File: src/rtl/wb_fifo_pkg.sv
// ----------------------------------------------------------------------------
// wb_fifo_pkg
//   Shared constants and helpers for the level-aware Wishbone FIFO:
//   default parameter values, depth / level-width helpers, reset values and
//   the packed status-flag bundle used inside the top.
//   No ports (package).
// ----------------------------------------------------------------------------
package wb_fifo_pkg;

    // Default configuration of the FIFO
    localparam int unsigned DW_DEFAULT         = 8;
    localparam int unsigned AW_DEFAULT         = 5;
    localparam int unsigned AFULL_THR_DEFAULT  = 24;
    localparam int unsigned AEMPTY_THR_DEFAULT = 4;

    // Reset values of registered control outputs
    localparam logic RST_ACK = 1'b0;
    localparam logic RST_ERR = 1'b0;

    // Number of storage entries for a given address width
    function automatic int unsigned fifo_depth(input int unsigned aw);
        return 32'(1) << aw;
    endfunction

    // Level counter width: one extra bit so DEPTH itself is representable
    function automatic int unsigned fifo_lw(input int unsigned aw);
        return aw + 32'd1;
    endfunction

    // Occupancy flags derived from the registered level
    typedef struct packed {
        logic full;
        logic empty;
        logic almost_full;
        logic almost_empty;
    } fifo_flags_t;

endpackage : wb_fifo_pkg

File: src/rtl/fifo_dpram.sv
// ----------------------------------------------------------------------------
// fifo_dpram
//   Simple dual-port RAM: one synchronous write port, one registered read
//   port. Storage has no reset; only the read-data register is reset so the
//   dequeued-word output starts at zero.
//   Ports:
//     clk, rst_n          clock / async active-low reset (read register only)
//     wr_en, wr_addr,
//     wr_data             write port
//     rd_en, rd_addr      read request; data appears on rd_data next cycle
//     rd_data             registered read data (holds between reads)
// ----------------------------------------------------------------------------
module fifo_dpram
    import wb_fifo_pkg::*;
#(
    parameter int unsigned DW = DW_DEFAULT,
    parameter int unsigned AW = AW_DEFAULT
) (
    input  logic          clk,
    input  logic          rst_n,
    input  logic          wr_en,
    input  logic [AW-1:0] wr_addr,
    input  logic [DW-1:0] wr_data,
    input  logic          rd_en,
    input  logic [AW-1:0] rd_addr,
    output logic [DW-1:0] rd_data
);

    localparam int unsigned DEPTH = fifo_depth(AW);

    logic [DW-1:0] mem_q [DEPTH];
    logic [DW-1:0] rd_data_q;
    logic [DW-1:0] rd_data_d;

    // Storage write port (no reset on the array)
    always_ff @(posedge clk) begin
        if (wr_en) begin
            mem_q[wr_addr] <= wr_data;
        end
    end

    // Read register captures only on a read, otherwise holds
    always_comb begin
        rd_data_d = rd_data_q;
        if (rd_en) begin
            rd_data_d = mem_q[rd_addr];
        end
    end

    always_ff @(posedge clk or negedge rst_n) begin
        if (!rst_n) begin
            rd_data_q <= '0;
        end else begin
            rd_data_q <= rd_data_d;
        end
    end

    assign rd_data = rd_data_q;

endmodule : fifo_dpram

File: src/rtl/wb_fifo_lvl.sv
// ----------------------------------------------------------------------------
// wb_fifo_lvl
//   Level-aware Wishbone FIFO with its own dual-port storage. All 2**AW
//   entries are usable because occupancy is counted explicitly. A push and a
//   pop may complete in the same cycle; fill level plus almost-full /
//   almost-empty flags are reported.
//   Optional build macro: FIFO_ERR_FLAGS_EN enables sticky overflow /
//   underflow flags cleared by i_err_clr; without it those outputs are 0.
//   Ports:
//     i_clk, i_reset_n                     clock, async active-low reset
//     i_wb_push_data/stb/cyc               push request, o_wb_push_stall/ack
//     i_wb_pop_stb/cyc                     pop request, o_wb_pop_data/stall/ack
//     o_full, o_empty, o_almost_full,
//     o_almost_empty, o_level              occupancy status
//     i_err_clr, o_overflow, o_underflow   sticky error flags (optional)
// ----------------------------------------------------------------------------
module wb_fifo_lvl
    import wb_fifo_pkg::*;
#(
    parameter int unsigned DW         = DW_DEFAULT,
    parameter int unsigned AW         = AW_DEFAULT,
    parameter int unsigned AFULL_THR  = AFULL_THR_DEFAULT,
    parameter int unsigned AEMPTY_THR = AEMPTY_THR_DEFAULT
) (
    input  logic          i_clk,
    input  logic          i_reset_n,
    input  logic [DW-1:0] i_wb_push_data,
    input  logic          i_wb_push_stb,
    input  logic          i_wb_push_cyc,
    output logic          o_wb_push_stall,
    output logic          o_wb_push_ack,
    input  logic          i_wb_pop_stb,
    input  logic          i_wb_pop_cyc,
    output logic [DW-1:0] o_wb_pop_data,
    output logic          o_wb_pop_stall,
    output logic          o_wb_pop_ack,
    output logic          o_full,
    output logic          o_empty,
    output logic          o_almost_full,
    output logic          o_almost_empty,
    output logic [AW:0]   o_level,
    input  logic          i_err_clr,
    output logic          o_overflow,
    output logic          o_underflow
);

    localparam int unsigned DEPTH = fifo_depth(AW);
    localparam int unsigned LW    = fifo_lw(AW);

    logic [AW-1:0] wr_ptr_q,   wr_ptr_d;
    logic [AW-1:0] rd_ptr_q,   rd_ptr_d;
    logic [LW-1:0] level_q,    level_d;
    logic          push_ack_q, push_ack_d;
    logic          pop_ack_q,  pop_ack_d;

    logic          push_req_c, pop_req_c;
    logic          push_ok_c,  pop_ok_c;
    fifo_flags_t   flags_c;

    // Status flags straight from the registered level
    always_comb begin
        flags_c              = '0;
        flags_c.full         = (level_q == LW'(DEPTH));
        flags_c.empty        = (level_q == '0);
        flags_c.almost_full  = (level_q >= LW'(AFULL_THR));
        flags_c.almost_empty = (level_q <= LW'(AEMPTY_THR));
    end

    // Request qualification, pointer / level update and ack generation.
    // Full blocks push and empty blocks pop, so a same-cycle push+pop never
    // touches the same address.
    always_comb begin
        push_req_c = i_wb_push_stb & i_wb_push_cyc;
        pop_req_c  = i_wb_pop_stb  & i_wb_pop_cyc;
        push_ok_c  = push_req_c & ~flags_c.full;
        pop_ok_c   = pop_req_c  & ~flags_c.empty;

        wr_ptr_d   = wr_ptr_q;
        rd_ptr_d   = rd_ptr_q;
        level_d    = level_q;
        push_ack_d = push_ok_c;
        pop_ack_d  = pop_ok_c;

        if (push_ok_c) begin
            wr_ptr_d = wr_ptr_q + AW'(1);
        end
        if (pop_ok_c) begin
            rd_ptr_d = rd_ptr_q + AW'(1);
        end

        case ({push_ok_c, pop_ok_c})
            2'b10:   level_d = level_q + LW'(1);
            2'b01:   level_d = level_q - LW'(1);
            default: level_d = level_q;
        endcase
    end

    always_ff @(posedge i_clk or negedge i_reset_n) begin
        if (!i_reset_n) begin
            wr_ptr_q   <= '0;
            rd_ptr_q   <= '0;
            level_q    <= '0;
            push_ack_q <= RST_ACK;
            pop_ack_q  <= RST_ACK;
        end else begin
            wr_ptr_q   <= wr_ptr_d;
            rd_ptr_q   <= rd_ptr_d;
            level_q    <= level_d;
            push_ack_q <= push_ack_d;
            pop_ack_q  <= pop_ack_d;
        end
    end

    // Storage; its read register doubles as the pop-data output register
    fifo_dpram #(
        .DW (DW),
        .AW (AW)
    ) u_ram (
        .clk     (i_clk),
        .rst_n   (i_reset_n),
        .wr_en   (push_ok_c),
        .wr_addr (wr_ptr_q),
        .wr_data (i_wb_push_data),
        .rd_en   (pop_ok_c),
        .rd_addr (rd_ptr_q),
        .rd_data (o_wb_pop_data)
    );

`ifdef FIFO_ERR_FLAGS_EN
    logic overflow_q,  overflow_d;
    logic underflow_q, underflow_d;

    // Sticky error flags; a new error in the clear cycle wins
    always_comb begin
        overflow_d  = overflow_q;
        underflow_d = underflow_q;
        if (i_err_clr) begin
            overflow_d  = 1'b0;
            underflow_d = 1'b0;
        end
        if (push_req_c & flags_c.full) begin
            overflow_d = 1'b1;
        end
        if (pop_req_c & flags_c.empty) begin
            underflow_d = 1'b1;
        end
    end

    always_ff @(posedge i_clk or negedge i_reset_n) begin
        if (!i_reset_n) begin
            overflow_q  <= RST_ERR;
            underflow_q <= RST_ERR;
        end else begin
            overflow_q  <= overflow_d;
            underflow_q <= underflow_d;
        end
    end

    assign o_overflow  = overflow_q;
    assign o_underflow = underflow_q;
`else
    logic unused_err_clr;
    assign unused_err_clr = i_err_clr;
    assign o_overflow     = RST_ERR;
    assign o_underflow    = RST_ERR;
`endif

    assign o_wb_push_ack   = push_ack_q;
    assign o_wb_pop_ack    = pop_ack_q;
    assign o_full          = flags_c.full;
    assign o_empty         = flags_c.empty;
    assign o_almost_full   = flags_c.almost_full;
    assign o_almost_empty  = flags_c.almost_empty;
    assign o_wb_push_stall = flags_c.full;
    assign o_wb_pop_stall  = flags_c.empty;
    assign o_level         = level_q;

endmodule : wb_fifo_lvl
File: config.mk
export PLATFORM = sky130hd
export DESIGN_NAME = wb_fifo_lvl
export DESIGN_NICKNAME = d
export VERILOG_FILES = /design/src/rtl/wb_fifo_pkg.sv /design/src/rtl/fifo_dpram.sv /design/src/rtl/wb_fifo_lvl.sv
export SDC_FILE = /design/constraint.sdc
export NUM_CORES = 1
export LEC_CHECK = 0
export CAP_MARGIN = 25
export CORE_ASPECT_RATIO = 1.75
export CORE_MARGIN = 8
export CORE_UTILIZATION = 30
export CTS_BUF_LIST = sky130_fd_sc_hd__clkbuf_8
export DETAILED_ROUTE_END_ITERATION = 12
export SLEW_MARGIN = 20
export SYNTH_ARGS = -nofsm -noshare
export SYNTH_HDL_FRONTEND = slang
export SYNTH_SLANG_ARGS = --single-unit
File: constraint.sdc
create_clock -name i_clk -period 3.9 [get_ports i_clk]
set_input_delay 0.39 -clock i_clk [delete_from_list [all_inputs] [get_ports i_clk]]
set_output_delay 0.39 -clock i_clk [all_outputs]
set_load 0.005 [all_outputs]
==> results.sh, run 1 <==
export IMPL_start_util=0.302
export IMPL_wirelength_um=24300
export IMPL_path_cells="or4_4 -> o311a_4 -> ha_1 -> ha_1 -> or4b_2 -> o211ai_1 -> xnor2_1"
export IMPL_netlist_area_leader_share=0.669
export IMPL_syn_avg_cell_area_sq_um=18.1
export IMPL_leakage_nw=4.29
export IMPL_worstPathRequired_ns=4.35
export IMPL_worstSetupEndpoint="o_level[5]"
export IMPL_nets=727
export IMPL_setup_ws_ns=0.676
export IMPL_cts_made_buffers=36
export IMPL_final_setup_tns_ns=0
export IMPL_ys_warn_count=0
export IMPL_rsz0062_at_grt="no"
export IMPL_max_slew_margin=0.354
export IMPL_numPlacedInstances=1148
export IMPL_clock_latency_ns=0.53
export IMPL_grt_overflow=0
export IMPL_clk_path_buf_depth=3
export IMPL_timing_rr_start="o_level[0]"
export IMPL_grt_max_degree=37
export IMPL_synth_area_leaders="edfxtp_1 67%, mux4_2 6.9%, dfrtp_1 5.7%"
export IMPL_drive_gt1_frac=0.213
export IMPL_setup_worst_path_start="o_level[0]"
export IMPL_routedWlPerCell_um=20.1
export IMPL_synthDistinctLibCells=61
export IMPL_tritoncts="built"
export IMPL_holdBufCountCts=0
export IMPL_antenna_found_initial=2
export IMPL_p_per_area_nw_per_um2=629
export IMPL_final_common_cell="edfxtp_1"
export IMPL_syn2layout_area_growth_pct=13.8
export IMPL_grt_use_total=0.110
export IMPL_fin_worst_skew_ns=0.0231
export IMPL_synth_seq_cells=282
export IMPL_placed_area_sq_um=12400
export IMPL_die_h_um=275
export IMPL_critPathArrivalTime_ns=3.67
export IMPL_ctsResizeCount=0
export IMPL_grt_pass1_wl_um=37300
export IMPL_vias=5776
export IMPL_drc=0
export IMPL_worstReg2RegEnd="o_level[5]"
export IMPL_synth_edff_count=256
export IMPL_end_kind="register"
export IMPL_dpl_hpwl_um=16300
export IMPL_synthFlopType="edfxtp_1"
export IMPL_cp_slowest_stage_delay_ns=0.66
export IMPL_final_max_slew_violation_count=0
export IMPL_async_flop_share=0.0922
export IMPL_core_area_sq_um=38000
export IMPL_portBuffers=35
export IMPL_setup_violations=0
export IMPL_ff2ff_path_depth=7
export IMPL_hold_violations=0
export IMPL_critPathKind="register to register"
export IMPL_final_area_sq_um=13100
export IMPL_stdcell_count=1210
export IMPL_worst_r2r_setup_slack_ns=0.68
export IMPL_max_freq_ghz=0.310
export IMPL_synth_area_sq_um=11500
export IMPL_post_place_ws_ns=0.683
export IMPL_dieArea_sq_um=45100
export IMPL_drtPass1Iterations=5
export IMPL_vias_per_cell=4.77
export IMPL_cts_sinks=282
export IMPL_placementRows=95
export IMPL_cp_start_kind="register"
export IMPL_period_needed_ns=3.22
export IMPL_grt_use_met2=0.208
export IMPL_use_met1=0.112
export IMPL_synth_cells=636
export IMPL_io_pins=39
export IMPL_drt_iter0_drc=292
export IMPL_gp_congestion=0.770
export IMPL_path_common_cell="ha_1"
export IMPL_drt_antenna_violating_nets=0
export IMPL_hold_class="input port to async pin"
export IMPL_path_max_fanout=24
export IMPL_worst_slew_pin_slew_ns=0.967
export IMPL_layout_common_cells="256 x edfxtp_1, 51 x nor2_1, 39 x clkbuf_8"
export IMPL_top_usage_layer="met2"
export IMPL_crit_path_top_delay_cell="or4b_2"
export IMPL_clk_pin_slew_ns=0.07
export IMPL_cts_setup_buffers=0
export IMPL_seq_area_frac_synth=0.726
export IMPL_fin_crit_sh=0.827
export IMPL_cts_htree_levels=2
export IMPL_synth_top_cell_by_area="edfxtp_1"
export IMPL_use_met3=0.0151
export IMPL_die_x_um=164
export IMPL_status="finished clean"
export IMPL_vdd_drop_max_v=0.000211
export IMPL_cts_root_buf="clkbuf_8"
export IMPL_grt_pass1_vias=6138
export IMPL_drv_cap=0
-- power by group --
group / total [mW] / internal (mW) / leakage, nW / switching (mW)
sequential: 3.85 / 3.50 / 2.61 / 0.351
clock: 2.01 / 0.984 / 0.387 / 1.02
combinational: 2.37 / 1.17 / 1.30 / 1.20
total: 8.23 / 5.65 / 4.29 / 2.58
-- stage by stage --
step | hold slack (ns) | util | total power, mW
after global placement | 0.525 | 0.326 | 6.31
after floorplan | 0.0944 | - | 5.54
after CTS | 0.171 | 0.344 | 8.34
final | 0.189 | 0.344 | 8.23
after global routing | 0.214 | 0.344 | 8.63
after detailed placement | 0.520 | 0.327 | 6.34
-- how the worst min path moves through the flow --
stage	start	end	slack, ns
global route	i_reset_n	o_level[5]	0.21
detailed placement	u_ram.rd_data[5]	u_ram.rd_data[5]	0.52
floorplan	i_reset_n	o_level[0]	0.09
global placement	u_ram.rd_data[5]	u_ram.rd_data[5]	0.52
finish	i_reset_n	o_level[0]	0.19
CTS	i_reset_n	o_level[0]	0.17
-- routing by layer --
metal  up-vias  wire, um  share of wire
met2       152     13500           0.55
li1       2659         -              -
met4         2      1130          0.046
met1      2903      8760           0.36
met5         -        12        0.00049
met3        60       978          0.040
-- worst max-delay path, delay by kind of cell, from the launching register on --
family	cells	cell delay (ns)
simple gates	2	1.26
compound gates	2	0.67
fa+ha+maj	2	0.62
flops	1	0.45
xor+xnor	1	0.14
-- registers in the layout (all words and copies together) (netlist names) --
| name | flops |
|---|---|
| u_ram.rd_data | 8 |
| wr_ptr_q | 5 |
| o_level | 6 |
| o_wb_push_ack | 1 |
| u_ram.mem_q | 256 |
| o_wb_pop_ack | 1 |
| rd_ptr_q | 5 |
-- layout make-up --
| class | instances | area, sq um |
|---|---|---|
| clock inverter | 22 | 118 |
| multi-input combinational | 314 | 2880 |
| antenna | 1 | 2.50 |
| clock buffer | 39 | 537 |
| fill | 3610 | 25000 |
| inverter | 4 | 15.0 |
| tap | 485 | 607 |
| sequential | 282 | 8340 |
| timing repair buffer | 63 | 571 |
-- kinds of logic after synthesis --
family	Yosys count	synth area share
flip-flops	282	0.726
multiplexers	97	0.125
AND/OR/NAND/NOR	120	0.0529
other	1	0.000326
XOR/XNOR	11	0.00839
adder cells (fa/ha/maj)	11	0.0126
AO/OA/AOI/OAI	73	0.0511
buffers and inverters	41	0.0234
-- cells in the mapped netlist (all sizes together), types with 6 or more instances --
cell type	number
a2111oi	6
a211oi	6
a21oi	14
a22o	7
a22oi	6
and3	6
buf	29
clkbuf	8
dfrtp	26
edfxtp	256
ha	10
mux2	25
mux2i	37
mux4	35
nand2	28
nand3b	7
nor2	51
o21ai	7
o221ai	6
o22ai	8
xnor2	9
Note: power is estimated with default switching activity, not from simulation.
==> run 2, diff against run 1 <==
- clock period: 3.9 -> 2.63 ns (I/O delays scaled with it)
==> run 2 against run 1 <==
Net effect:
- the run now ends with negative setup slack left
- non-clock buffer count rose by 15
- wire length up 1.1%
- utilization rose by 0.79 points
- register-to-register slack got worse by 0.68 ns
- final cell count grew 1.7%
- final area increased by 2.3%
- critical path depth did not move
- maximum frequency increased by 22%
- die area stayed put
- worst setup slack got worse by 0.68 ns
- combinational power grew 72%
- flip-flop and latch count unchanged
==> results.sh, run 2 (same netlist as run 1, synthesis figures left out) <==
export IMPL_p_comb_frac=0.318
export IMPL_layout_common_cells="256 x edfxtp_1, 51 x nor2_1, 38 x clkbuf_8"
export IMPL_p_seq_frac=0.429
export IMPL_p_per_area_nw_per_um2=959
export IMPL_period_needed_ns=2.63
export IMPL_power_total_mw=12.8
export IMPL_setup_violations=1
export IMPL_clk_pin_slew_ns=0.07
export IMPL_nets=744
export IMPL_grt_use_total=0.112
export IMPL_cts_root_buf="clkbuf_8"
export IMPL_critPathKind="register to register"
export IMPL_hold_class="input port to async pin"
export IMPL_placementRows=95
export IMPL_final_max_slew_violation_count=0
export IMPL_cts_made_buffers=38
export IMPL_cp_num_buf_inv=0
export IMPL_setup_ws_ns=-0.00498
export IMPL_nFillCells=3592
export IMPL_critPathArrivalTime_ns=3.09
export IMPL_final_common_cell="edfxtp_1"
export IMPL_largest_reg_flops=256
export IMPL_dpl_hpwl_um=16300
export IMPL_gp_congestion=0.751
export IMPL_drt_antenna_violating_nets=0
export IMPL_violations="negative setup slack"
export IMPL_antenna_found_initial=1
export IMPL_tritoncts="built"
export IMPL_leakage_nw=4.39
export IMPL_max_slew_margin=0.360
export IMPL_path_max_fanout=6
export IMPL_p_sw_frac=0.308
export IMPL_hold_ws_ns=0.104
export IMPL_portBuffers=35
export IMPL_cts_htree_levels=2
export IMPL_drt_iter0_drc=298
export IMPL_path_common_cell="ha_4"
export IMPL_vdd_drop_max_v=0.000393
export IMPL_post_place_ws_ns=-0.0884
export IMPL_worst_slew_pin_slew_ns=0.958
export IMPL_clk_path_buf_depth=3
export IMPL_die_h_um=275
export IMPL_path_cells="or4_4 -> o311a_4 -> ha_4 -> ha_4 -> or4b_4 -> o211ai_1 -> xnor2_1"
export IMPL_routedWlPerCell_um=20.0
export IMPL_hold_violations=0
export IMPL_p_int_mw=8.87
export IMPL_worst_r2r_setup_slack_ns=-0.005
export IMPL_crit_path_top_delay_cell="or4_4"
export IMPL_clockPowerShare=0.252
export IMPL_grt_pass1_wl_um=38100
export IMPL_grt_max_degree=47
export IMPL_critPathTopFamily="simple AND/OR/NAND/NOR gates"
export IMPL_die_x_um=164
export IMPL_clock_latency_ns=0.55
export IMPL_cts_sinks=282
export IMPL_ff2ff_path_depth=7
export IMPL_cp_start_kind="register"
export IMPL_grt_overflow=0
export IMPL_final_area_sq_um=13400
export IMPL_p_sw_mw=3.95
export IMPL_fin_crit_sh=1.00
export IMPL_vias_per_cell=4.75
export IMPL_placed_area_sq_um=12600
export IMPL_core_area_sq_um=38000
export IMPL_holdBufCountCts=0
export IMPL_end_kind="register"
export IMPL_final_util=0.352
export IMPL_drive_gt1_frac=0.241
export IMPL_timing_rr_start="o_level[1]"
export IMPL_dieArea_sq_um=45100
export IMPL_worstReg2RegEnd="o_level[5]"
export IMPL_start_util=0.302
export IMPL_max_freq_ghz=0.380
export IMPL_status="finished, violations left"
export IMPL_io_pins=39
export IMPL_wirelength_um=24600
export IMPL_vias=5839
export IMPL_worstPathRequired_ns=3.09
export IMPL_drv_cap=0
export IMPL_syn2layout_area_growth_pct=16.4
export IMPL_largest_register="u_ram.mem_q"
export IMPL_grt_pass1_vias=6346
export IMPL_rsz0062_at_grt="yes"
export IMPL_cp_slowest_stage_delay_ns=0.58
export IMPL_drc=0
export IMPL_fin_worst_skew_ns=0.0321
export IMPL_drtPass1Iterations=5
-- run 2: changes by cell type in the layout (fill, tap and decap cells not counted), sizes merged --
| cell | previous run | this run |
|---|---|---|
| buf | 29 | 43 |
| bufinv | 1 | 3 |
| clkbuf | 39 | 38 |
| clkdlybuf4s50 | 34 | 35 |
| clkinv | 3 | 12 |
| inv | 20 | 15 |
-- run 2: layout make-up --
type / instances / area (sq um) / share of cell area
clock inverters: 28 / 199 / 0.0149
repair buffers: 78 / 748 / 0.0559
inverters: 4 / 15.0 / 0.00112
flip-flops and latches: 282 / 8340 / 0.624
diodes: 1 / 2.50 / 0.000187
well taps: 485 / 607 / 0.0454
clock buffers: 38 / 523 / 0.0391
multi-input cells: 314 / 2940 / 0.220
-- run 2: what timing repair did --
item	in CTS	in global routing
endpoints found under the hold margin	0	0
gates resized for setup	3	3
buffers inserted	0	0
setup endpoints to repair	3	5
pin swaps	5	1
-- run 2: how the worst max path moves through the flow --
stage | to | cells after the start | from
floorplan | o_level[5] | 8 | o_level[2]
global placement | o_level[5] | 9 | o_level[2]
detailed placement | o_level[5] | 9 | o_level[2]
CTS | o_level[5] | 7 | o_level[1]
global route | o_level[5] | 8 | o_level[1]
finish | o_level[5] | 7 | o_level[1]
-- run 2: stage by stage --
step | instances | TNS (ns)
2_1_floorplan | 637 | -0.338
3_3_place_gp | 1162 | -0.146
3_5_place_dp | 1162 | -0.109
4_1_cts | 1228 | 0
5_1_grt | 1230 | -0.226
6_report | 1230 | -0.00498
-- run 2: routing by layer --
layer | vias up | global-route usage | part of all wire
li1 | 2684 | - | -
met2 | 143 | 0.217 | 0.57
met5 | - | 0 | 0
met4 | 0 | 0.0540 | 0.035
met3 | 52 | 0.0157 | 0.036
met1 | 2960 | 0.113 | 0.36
-- run 2: power by group through the flow --
stage,logic [mW],clock network [mW],registers (mW)
6_report,4.08,3.24,5.51
5_1_grt,4.44,3.50,5.55
4_1_cts,4.16,3.34,5.52
3_5_place_dp,4.14,0,5.61
3_3_place_gp,4.11,0,5.60
2_1_floorplan,2.78,0,5.45
